===== src/rtl/alarm_multi_ctrl.sv =====
// Multi-slot alarm controller: matches BCD time against N slots, sequences
// RING/SNOOZE with snooze limit and auto-stop, and drives a gated tone output.
`timescale 1ns/1ps
module alarm_multi_ctrl #(
  parameter int unsigned N_ALARMS   = 4,
  parameter int unsigned CLK_HZ     = 100_000_000,
  parameter int unsigned TONE_HZ    = 1000,
  parameter int unsigned BEEP_MS    = 250,
  parameter int unsigned SNOOZE_MIN = 9,
  parameter int unsigned MAX_SNOOZE = 3,
  parameter int unsigned RING_MIN   = 5,
  localparam int unsigned AW = (N_ALARMS > 1) ? $clog2(N_ALARMS) : 1,
  localparam int unsigned SW = (MAX_SNOOZE > 0) ? $clog2(MAX_SNOOZE + 1) : 1
) (
  input  logic                    clk,
  input  logic                    rstn,
  input  logic                    minute_tick,
  input  logic [3:0]              hourdec_now,
  input  logic [3:0]              hourone_now,
  input  logic [3:0]              mindec_now,
  input  logic [3:0]              minone_now,
  input  logic [N_ALARMS-1:0]     alarm_en,
  input  logic [16*N_ALARMS-1:0]  alarm_time,
  input  logic                    btn_snooze,
  input  logic                    btn_off,
  output logic                    ringing,
  output logic                    snoozing,
  output logic [AW-1:0]           active_slot,
  output logic [SW-1:0]           snooze_cnt,
  output logic                    aud_pwm
);

  localparam int unsigned HALF = CLK_HZ / (2 * TONE_HZ);
  localparam int unsigned BEEP = CLK_HZ / 1000 * BEEP_MS;
  localparam int unsigned TW   = (HALF > 1) ? $clog2(HALF) : 1;
  localparam int unsigned BW   = (BEEP > 1) ? $clog2(BEEP) : 1;
  localparam int unsigned RMW  = $clog2(RING_MIN + 1);

  typedef enum logic [1:0] {IDLE, RING, SNOOZE} state_t;

  state_t         state, state_nxt;
  logic [15:0]    now_time;
  logic [15:0]    wake, wake_nxt, wake_calc;
  logic [AW-1:0]  slot_nxt, low_match, low_other;
  logic [SW-1:0]  scnt_nxt;
  logic [RMW-1:0] ring_min, rmin_nxt, rmin_inc;
  logic           any_match, other_match, en_active;
  logic           snooze_q, off_q, snooze_edge, off_edge;
  logic [7:0]     min_sum, hour_sum;
  logic           hour_carry;
  logic [TW-1:0]  tone_cnt, tone_cnt_nxt;
  logic [BW-1:0]  beep_cnt, beep_cnt_nxt;
  logic           tone, tone_nxt, beep_on, beep_nxt;

  assign now_time    = {hourdec_now, hourone_now, mindec_now, minone_now};
  assign snooze_edge = btn_snooze & ~snooze_q;
  assign off_edge    = btn_off & ~off_q;
  assign rmin_inc    = ring_min + RMW'(1);

  always_comb begin
    any_match   = 1'b0;
    other_match = 1'b0;
    low_match   = '0;
    low_other   = '0;
    en_active   = 1'b0;
    for (int unsigned i = 0; i < N_ALARMS; i++) begin
      if (alarm_en[i] && alarm_time[16*i +: 16] == now_time) begin
        if (!any_match) low_match = AW'(i);
        any_match = 1'b1;
        if (AW'(i) != active_slot && !other_match) begin
          low_other   = AW'(i);
          other_match = 1'b1;
        end
      end
      if (AW'(i) == active_slot) en_active = alarm_en[i];
    end
  end

  // Wake time: add in binary minutes/hours, then split back into BCD digits.
  always_comb begin
    hour_carry = 1'b0;
    min_sum    = 8'(mindec_now) * 8'd10 + 8'(minone_now) + 8'(SNOOZE_MIN);
    if (min_sum >= 8'd60) begin
      min_sum    = min_sum - 8'd60;
      hour_carry = 1'b1;
    end
    hour_sum = 8'(hourdec_now) * 8'd10 + 8'(hourone_now) + 8'(hour_carry);
    if (hour_sum >= 8'd24) hour_sum = hour_sum - 8'd24;
    wake_calc = {4'(hour_sum / 8'd10), 4'(hour_sum % 8'd10),
                 4'(min_sum / 8'd10), 4'(min_sum % 8'd10)};
  end

  always_ff @(posedge clk or negedge rstn) begin
    if (!rstn) state <= IDLE;
    else       state <= state_nxt;
  end

  always_comb begin
    state_nxt = state;
    slot_nxt  = active_slot;
    scnt_nxt  = snooze_cnt;
    rmin_nxt  = ring_min;
    wake_nxt  = wake;
    case (state)
      IDLE: begin
        if (minute_tick && any_match) begin
          state_nxt = RING;
          slot_nxt  = low_match;
          scnt_nxt  = '0;
          rmin_nxt  = '0;
        end
      end
      RING: begin
        if (!en_active || off_edge) begin
          state_nxt = IDLE;
        end else if (snooze_edge && snooze_cnt < SW'(MAX_SNOOZE)) begin
          state_nxt = SNOOZE;
          scnt_nxt  = snooze_cnt + SW'(1);
          wake_nxt  = wake_calc;
        end else if (minute_tick) begin
          if (rmin_inc == RMW'(RING_MIN)) state_nxt = IDLE;
          else                            rmin_nxt  = rmin_inc;
        end
      end
      SNOOZE: begin
        if (!en_active || off_edge) begin
          state_nxt = IDLE;
        end else if (minute_tick && other_match) begin
          state_nxt = RING;
          slot_nxt  = low_other;
          scnt_nxt  = '0;
          rmin_nxt  = '0;
        end else if (minute_tick && now_time == wake) begin
          state_nxt = RING;
          rmin_nxt  = '0;
        end
      end
      default: state_nxt = IDLE;
    endcase
    if (state_nxt == IDLE) begin
      slot_nxt = '0;
      scnt_nxt = '0;
      rmin_nxt = '0;
    end
  end

  always_comb begin
    ringing  = (state == RING);
    snoozing = (state == SNOOZE);
  end

  always_ff @(posedge clk or negedge rstn) begin
    if (!rstn) begin
      active_slot <= '0;
      snooze_cnt  <= '0;
      ring_min    <= '0;
      wake        <= '0;
      snooze_q    <= 1'b0;
      off_q       <= 1'b0;
    end else begin
      active_slot <= slot_nxt;
      snooze_cnt  <= scnt_nxt;
      ring_min    <= rmin_nxt;
      wake        <= wake_nxt;
      snooze_q    <= btn_snooze;
      off_q       <= btn_off;
    end
  end

  // Tone/beep generators restart on every RING entry so the first RING cycle is audible.
  always_comb begin
    tone_cnt_nxt = '0;
    beep_cnt_nxt = '0;
    tone_nxt     = 1'b0;
    beep_nxt     = 1'b0;
    if (state_nxt == RING) begin
      if (state != RING) begin
        tone_nxt = 1'b1;
        beep_nxt = 1'b1;
      end else begin
        if (tone_cnt == TW'(HALF - 1)) begin
          tone_nxt = ~tone;
        end else begin
          tone_cnt_nxt = tone_cnt + TW'(1);
          tone_nxt     = tone;
        end
        if (beep_cnt == BW'(BEEP - 1)) begin
          beep_nxt = ~beep_on;
        end else begin
          beep_cnt_nxt = beep_cnt + BW'(1);
          beep_nxt     = beep_on;
        end
      end
    end
  end

  always_ff @(posedge clk or negedge rstn) begin
    if (!rstn) begin
      tone_cnt <= '0;
      beep_cnt <= '0;
      tone     <= 1'b0;
      beep_on  <= 1'b0;
      aud_pwm  <= 1'b0;
    end else begin
      tone_cnt <= tone_cnt_nxt;
      beep_cnt <= beep_cnt_nxt;
      tone     <= tone_nxt;
      beep_on  <= beep_nxt;
      aud_pwm  <= (state_nxt == RING) && tone_nxt && beep_nxt;
    end
  end

endmodule


===== config.mk =====
export PLATFORM = sky130hd
export DESIGN_NAME = alarm_multi_ctrl
export DESIGN_NICKNAME = d
export VERILOG_FILES = /design/src/rtl/alarm_multi_ctrl.sv
export SDC_FILE = /design/constraint.sdc
export NUM_CORES = 1
export LEC_CHECK = 0
export CORE_MARGIN = 10
export CORE_UTILIZATION = 50
export DETAILED_ROUTE_END_ITERATION = 8
export GPL_TIMING_DRIVEN = 0
export PLACE_DENSITY_LB_ADDON = 0.25
export SLEW_MARGIN = 10
export SYNTH_ARGS = -nofsm -noshare
export SYNTH_HDL_FRONTEND = slang
export SYNTH_SLANG_ARGS = --single-unit

===== constraint.sdc =====
create_clock -name clk -period 3.3 [get_ports clk]
set_input_delay 0.33 -clock clk [delete_from_list [all_inputs] [get_ports clk]]
set_output_delay 0.33 -clock clk [all_outputs]
set_load 0.03 [all_outputs]

# Word level (Yosys, flattened, before mapping)

Cells that the tools add are included.

Register bits: 71
Logic and storage cells: 167

$add $sub $neg: 10
Multipliers: 2
Div/mod/pow operators: 4
$lt $le $gt $ge: 3
Equality and inequality tests: 27
Muxes and demuxes: 74
Bitwise logic cells: 7
Reduce and logical (&&, ||, !) cells: 28

Operator list:

| kind                  | count |
|---|---|
| $eq 16x16->1          | 5 |
| $mux 25               | 3 |
| $mux 2                | 26 |
| $mux 16               | 3 |
| $mux 1                | 27 |
| $mux 3                | 9 |
| $add 25x1->25 const B | 1 |
| $eq 25x25->1 const B  | 1 |
| $add 16x1->16 const B | 1 |
| $add 8x4->8           | 2 |
| $div 8x4->8 const B   | 2 |
| $eq 16x16->1 const B  | 1 |
| $mod 8x4->8 const B   | 2 |
| $mux 8                | 2 |
| $ne 3x2->1 const B    | 5 |
| $mul 4x3->7 const B   | 2 |
| $logic_and 1x1->1     | 13 |
| $pmux 2 s3            | 2 |
| $pmux 3 s3            | 1 |
| $add 8x1->8           | 1 |
| $add 8x4->8 const B   | 1 |
| $ge 8x5->1 const B    | 1 |
| $ge 8x6->1 const B    | 1 |
| $reduce_and 8->1      | 1 |
| other kinds (28)      | 42 |

# Depth between registers and ports, before layout

Depth after elaboration: 23
Depth in mapped cells: 31
Gate-level depth less buffers: 31

# Worst setup path after synthesis

Ideal clock, no wire load.

Kind: input to register
Start point: input port minone_now[3]
End point: register wake[9]
Library setup time: 0.140 ns
Data arrival time: 6.103 ns
Setup slack: -2.943 ns
Cell stages on the path: 30
Path through: clkbuf_1 -> inv_1 -> ha_1 -> inv_1 -> ha_1 -> xor2_1 -> inv_1 -> ha_1 -> nand2b_1 -> mux2_2 -> o21ai_2 -> nor2_4 -> inv_2 -> ha_1 -> inv_1 -> fa_1 -> nand2b_2 -> a21oi_2 -> xnor2_2 -> inv_1 -> ha_1 -> clkbuf_1 -> inv_1 -> a2111oi_0 -> a311oi_1 -> o311ai_0 -> a311oi_1 -> a32o_1 -> a2111oi_0 -> a211oi_1

Longest elaborated chain between the ends: 8
Elaborated cells between the ends (all ways): 9
Classes of those cells: 4 x add/sub; 1 x div; 2 x order compare; 2 x mux

Ends and longest elaborated chain:

| what                                      | line | text |
|---|---|---|
| start, declared                           | 21   | `input logic [3:0] minone_now,` |
| $add 8x4->8 (*) (2 in a row)              | 82   | `min_sum = 8'(mindec_now) * 8'd10 + 8'(minone_now) + 8'(SNOOZE_MIN);` |
| $ge 8x6->1 (*)                            | 83   | `if (min_sum >= 8'd60) begin` |
| $mux 1 (*)                                | 83   |  |
| $add 8x1->8 (*)                           | 87   | `hour_sum = 8'(hourdec_now) * 8'd10 + 8'(hourone_now) + 8'(hour_carry);` |
| $sub 8x5->8 or $ge 8x5->1 (tied branches) | 88   | `if (hour_sum >= 8'd24) hour_sum = hour_sum - 8'd24;` |
| $mux 8 (*)                                | 88   |  |
| $mod 8x4->8 (*)                           | 89   | `wake_calc = {4'(hour_sum / 8'd10), 4'(hour_sum % 8'd10),` |
| end signal, assigned                      | 164  | `wake <= wake_nxt;` |
| end, declared                             | 43   | `logic [15:0] wake, wake_nxt, wake_calc;` |

Mark *: on every way between the ends. The rest lies on a longest branch, timed or not.
A chain may end at the register's enable or synchronous reset.

# Worst setup path after layout

Start point: input port mindec_now[0]
End point: register wake[9]

Longest elaborated chain between the ends: 9
Elaborated cells between the ends (all ways): 10
Classes of those cells: 4 x add/sub; 1 x mul; 1 x div; 2 x order compare; 2 x mux

Ends and longest elaborated chain:

| what                                      | line | text |
|---|---|---|
| start, declared                           | 20   | `input logic [3:0] mindec_now,` |
| $mul 4x3->7 (*)                           | 82   |  |
| $add 8x4->8 (*) (2 in a row)              | 82   |  |
| $ge 8x6->1 (*)                            | 83   |  |
| $mux 1 (*)                                | 83   |  |
| $add 8x1->8 (*)                           | 87   |  |
| $sub 8x5->8 or $ge 8x5->1 (tied branches) | 88   |  |
| $mux 8 (*)                                | 88   |  |
| $mod 8x4->8 (*)                           | 89   |  |

Marks and branches as above.

==> results.json <==
{
  "status": "finished, violations left",
  "violations": "negative setup slack",
  "cap_violations": 0,
  "cts_tree": "yes",
  "startpoint_type": "input port",
  "path_class": "in -> reg",
  "core_area_mm2": 0.0146,
  "cts_buffers": 9,
  "fin_nets": 1245,
  "ant_nets": 0,
  "synth-simple-area-share_pct": 23.9,
  "path_common_cell": "ha_4",
  "htree_levels": 3,
  "fin_cells": 1308,
  "clk_latency_ns": 0.34,
  "ys_seq_area_share_pct": 23.8,
  "synth_ff_type": "dfrtp_1",
  "firstDrtPassIters": 7,
  "path_max_fanout": 5,
  "timing.final.ws_setup_ns": -2.25,
  "viasPerCell": 6.18,
  "grt_pass1_wl_mm": 39.1,
  "grt_usage_pct": 23.4,
  "critPathSlowestCell": "nor4_1",
  "synth_edf_count": 0,
  "gp_congestion": 0.966,
  "mostFrequentLayoutCells": "nor2_1, xnor2_1, buf_4",
  "io_buffers": 94,
  "drt_iter0_drc": 724,
  "slew_headroom_pct": 18.0,
  "drive_above_1_share_pct": 28.9,
  "skew_ns": 0.00862,
  "worst_slew_pin_slew_ns": 1.22,
  "rsz0062_at_grt": "true",
  "r2r-start": "active_slot[0]",
  "fin_util_pct": 75.4,
  "area_growth_pct": 47.3,
  "p_leak_nw": 4.24,
  "fin_crit_ns": 5.55,
  "drc": 0,
  "slew_violations": 0,
  "nFillCells": 1025,
  "postSynthAreaPerCell_um2": 8.03,
  "path_clk_slew_ns": 0.06,
  "hold_path.class": "in -> async",
  "yosys.area.top_type_share_pct": 23.8,
  "ioPinCount": 96,
  "endpoint_kind": "flip-flop",
  "synth_compound_area_share_pct": 21.2,
  "syn-num-nets": 1055,
  "yosysTopAreaCell": "dfrtp_1",
  "setup_viol": 32,
  "antenna_found_initial": 0,
  "power_density_mw_per_mm2": 546,
  "root_buffer": "clkbuf_16",
  "synth_mux_area_share_pct": 1.56,
  "worstPathArrival_ns": 5.77,
  "hpwlAfterDp_mm": 17.3,
  "synth_cell_types": 95,
  "place_area_mm2": 0.00901,
  "peakVddDrop_uv": 608,
  "synth_warnings": 0,
  "synthXorXnorAreaFrac_pct": 18.1,
  "r2r_setup_slack_ns": 0.32,
  "final_common_cell": "nor2_1",
  "stdcell_area_mm2": 0.0110,
  "synth.area.top_cells": "dfrtp_1, xnor2_1, nor2_1",
  "timing.rr.end": "beep_cnt[1]",
  "num_rows": 44,
  "routed_wl_mm": 26.0,
  "grt_pass1_vias": 7661,
  "syn_inst": 929,
  "grt_overflow_total": 0,
  "async_flop_share_pct": 100,
  "vias": 8087,
  "cp.required_ns": 3.51,
  "reg2reg_depth": 13,
  "synth_top_family_by_area": "simple AND/OR/NAND/NOR gates",
  "synth_area_mm2": 0.00746,
  "wl_per_cell_um": 19.9,
  "clock_path_buffers": 2,
  "dp_cells": 1208,
  "final.period_utilization_pct": 168,
  "synth_adder_area_share_pct": 6.74,
  "dieWidth_um": 142,
  "synth_seq_cells": 71,
  "max_freq_mhz": 180,
  "diodes": 0,
  "startpoint": "mindec_now[0]",
  "die_y_um": 142,
  "hold_viol_final": 0,
  "grt_max_degree": 57,
  "dieArea_mm2": 0.0202,
  "start_util_pct": 51.2,
  "clock_sinks": 71,
  "slowest_delay_ns": 0.61
}
## flip-flops by register name, summed over array words and instances (netlist names)
signal	count
aud_pwm	1
beep_on	1
state	2
snooze_cnt	2
snooze_q	1
beep_cnt	25
active_slot	2
off_q	1
tone	1
wake	16
tone_cnt	16
ring_min	3
## synth_stat cells, drive strengths merged (13+ instances only)
| library cell | n |
|---|---|
| a211oi | 14 |
| a21oi | 45 |
| a31oi | 14 |
| and3 | 13 |
| buf | 17 |
| clkbuf | 31 |
| dfrtp | 71 |
| ha | 33 |
| inv | 38 |
| nand2 | 65 |
| nand3 | 53 |
| nand4 | 25 |
| nor2 | 119 |
| nor3 | 23 |
| nor4 | 17 |
| o21ai | 41 |
| xnor2 | 102 |
| xor2 | 45 |
## cells by family (layout without fill, tap and decap cells)
kind of cell / Yosys count / after routing
compound gates: 216 / 216
flops: 71 / 71
mux: 10 / 10
simple gates: 361 / 361
fa+ha+maj: 38 / 38
buf+inv: 86 / 280
xor+xnor: 147 / 148
## critical path, delay by kind of cell
kind | cells | cell delay (ns)
compound gates | 9 | 1.79
xor+xnor | 2 | 0.33
fa+ha+maj | 6 | 1.39
buf+inv | 8 | 0.70
mux | 1 | 0.29
simple gates | 4 | 0.90
## worst max path at each step
| stage | to | slack (ns) | cells past startpoint |
|---|---|---|---|
| floorplan | wake[10] | -2.19 | 29 |
| global route | wake[12] | -2.36 | 33 |
| detailed placement | wake[10] | -3.44 | 27 |
| CTS | wake[9] | -2.03 | 32 |
| global placement | wake[10] | -3.46 | 27 |
| finish | wake[9] | -2.25 | 30 |
## routing by layer
metal	vias up	track usage, %	wire [µm]
met5	-	0	0
met3	89	4.17	1900
met4	0	7.96	800
met2	396	39.6	12800
li1	3740	-	-
met1	3862	29.2	10500
## where the power goes
group          internal [mW]  switching (mW)  total, mW
Clock                  0.531           0.391      0.922
Sequential             0.873         0.00161      0.875
Combinational           1.85            2.36       4.21
Total                   3.26            2.75       6.01
## area by class of cell
cell class	count	area, µm²	share of cell area [%]
Multi-Input combinational cell	773	6530	59.3
Sequential cell	71	1780	16.2
Timing Repair Buffer	179	1630	14.8
Buffer	47	402	3.65
Clock buffer	10	239	2.17
Tap cell	184	230	2.09
Inverter	38	150	1.37
Clock inverter	6	45.0	0.410
## what timing repair did
item                       4_1_cts  5_1_grt
hold endpoints to repair        15        0
hold buffers                     1        0
pin swaps                       61       45
buffers inserted                48       33
gates resized for setup        170      107
gates cloned                     4        0
setup endpoints to repair       67       59
## stage by stage
step	setup WS, ns	total power, mW	hold WS [ns]	TNS (ns)
2_1_floorplan	-2.19	3.15	0.0344	-19.22
3_3_place_gp	-3.46	3.77	0.443	-144.69
3_5_place_dp	-3.44	3.81	0.217	-107.32
4_1_cts	-2.03	5.35	0.418	-18.61
5_1_grt	-2.36	6.29	0.446	-27.66
6_report	-2.25	6.01	0.410	-20.02
(Power assumes the default switching activity.)
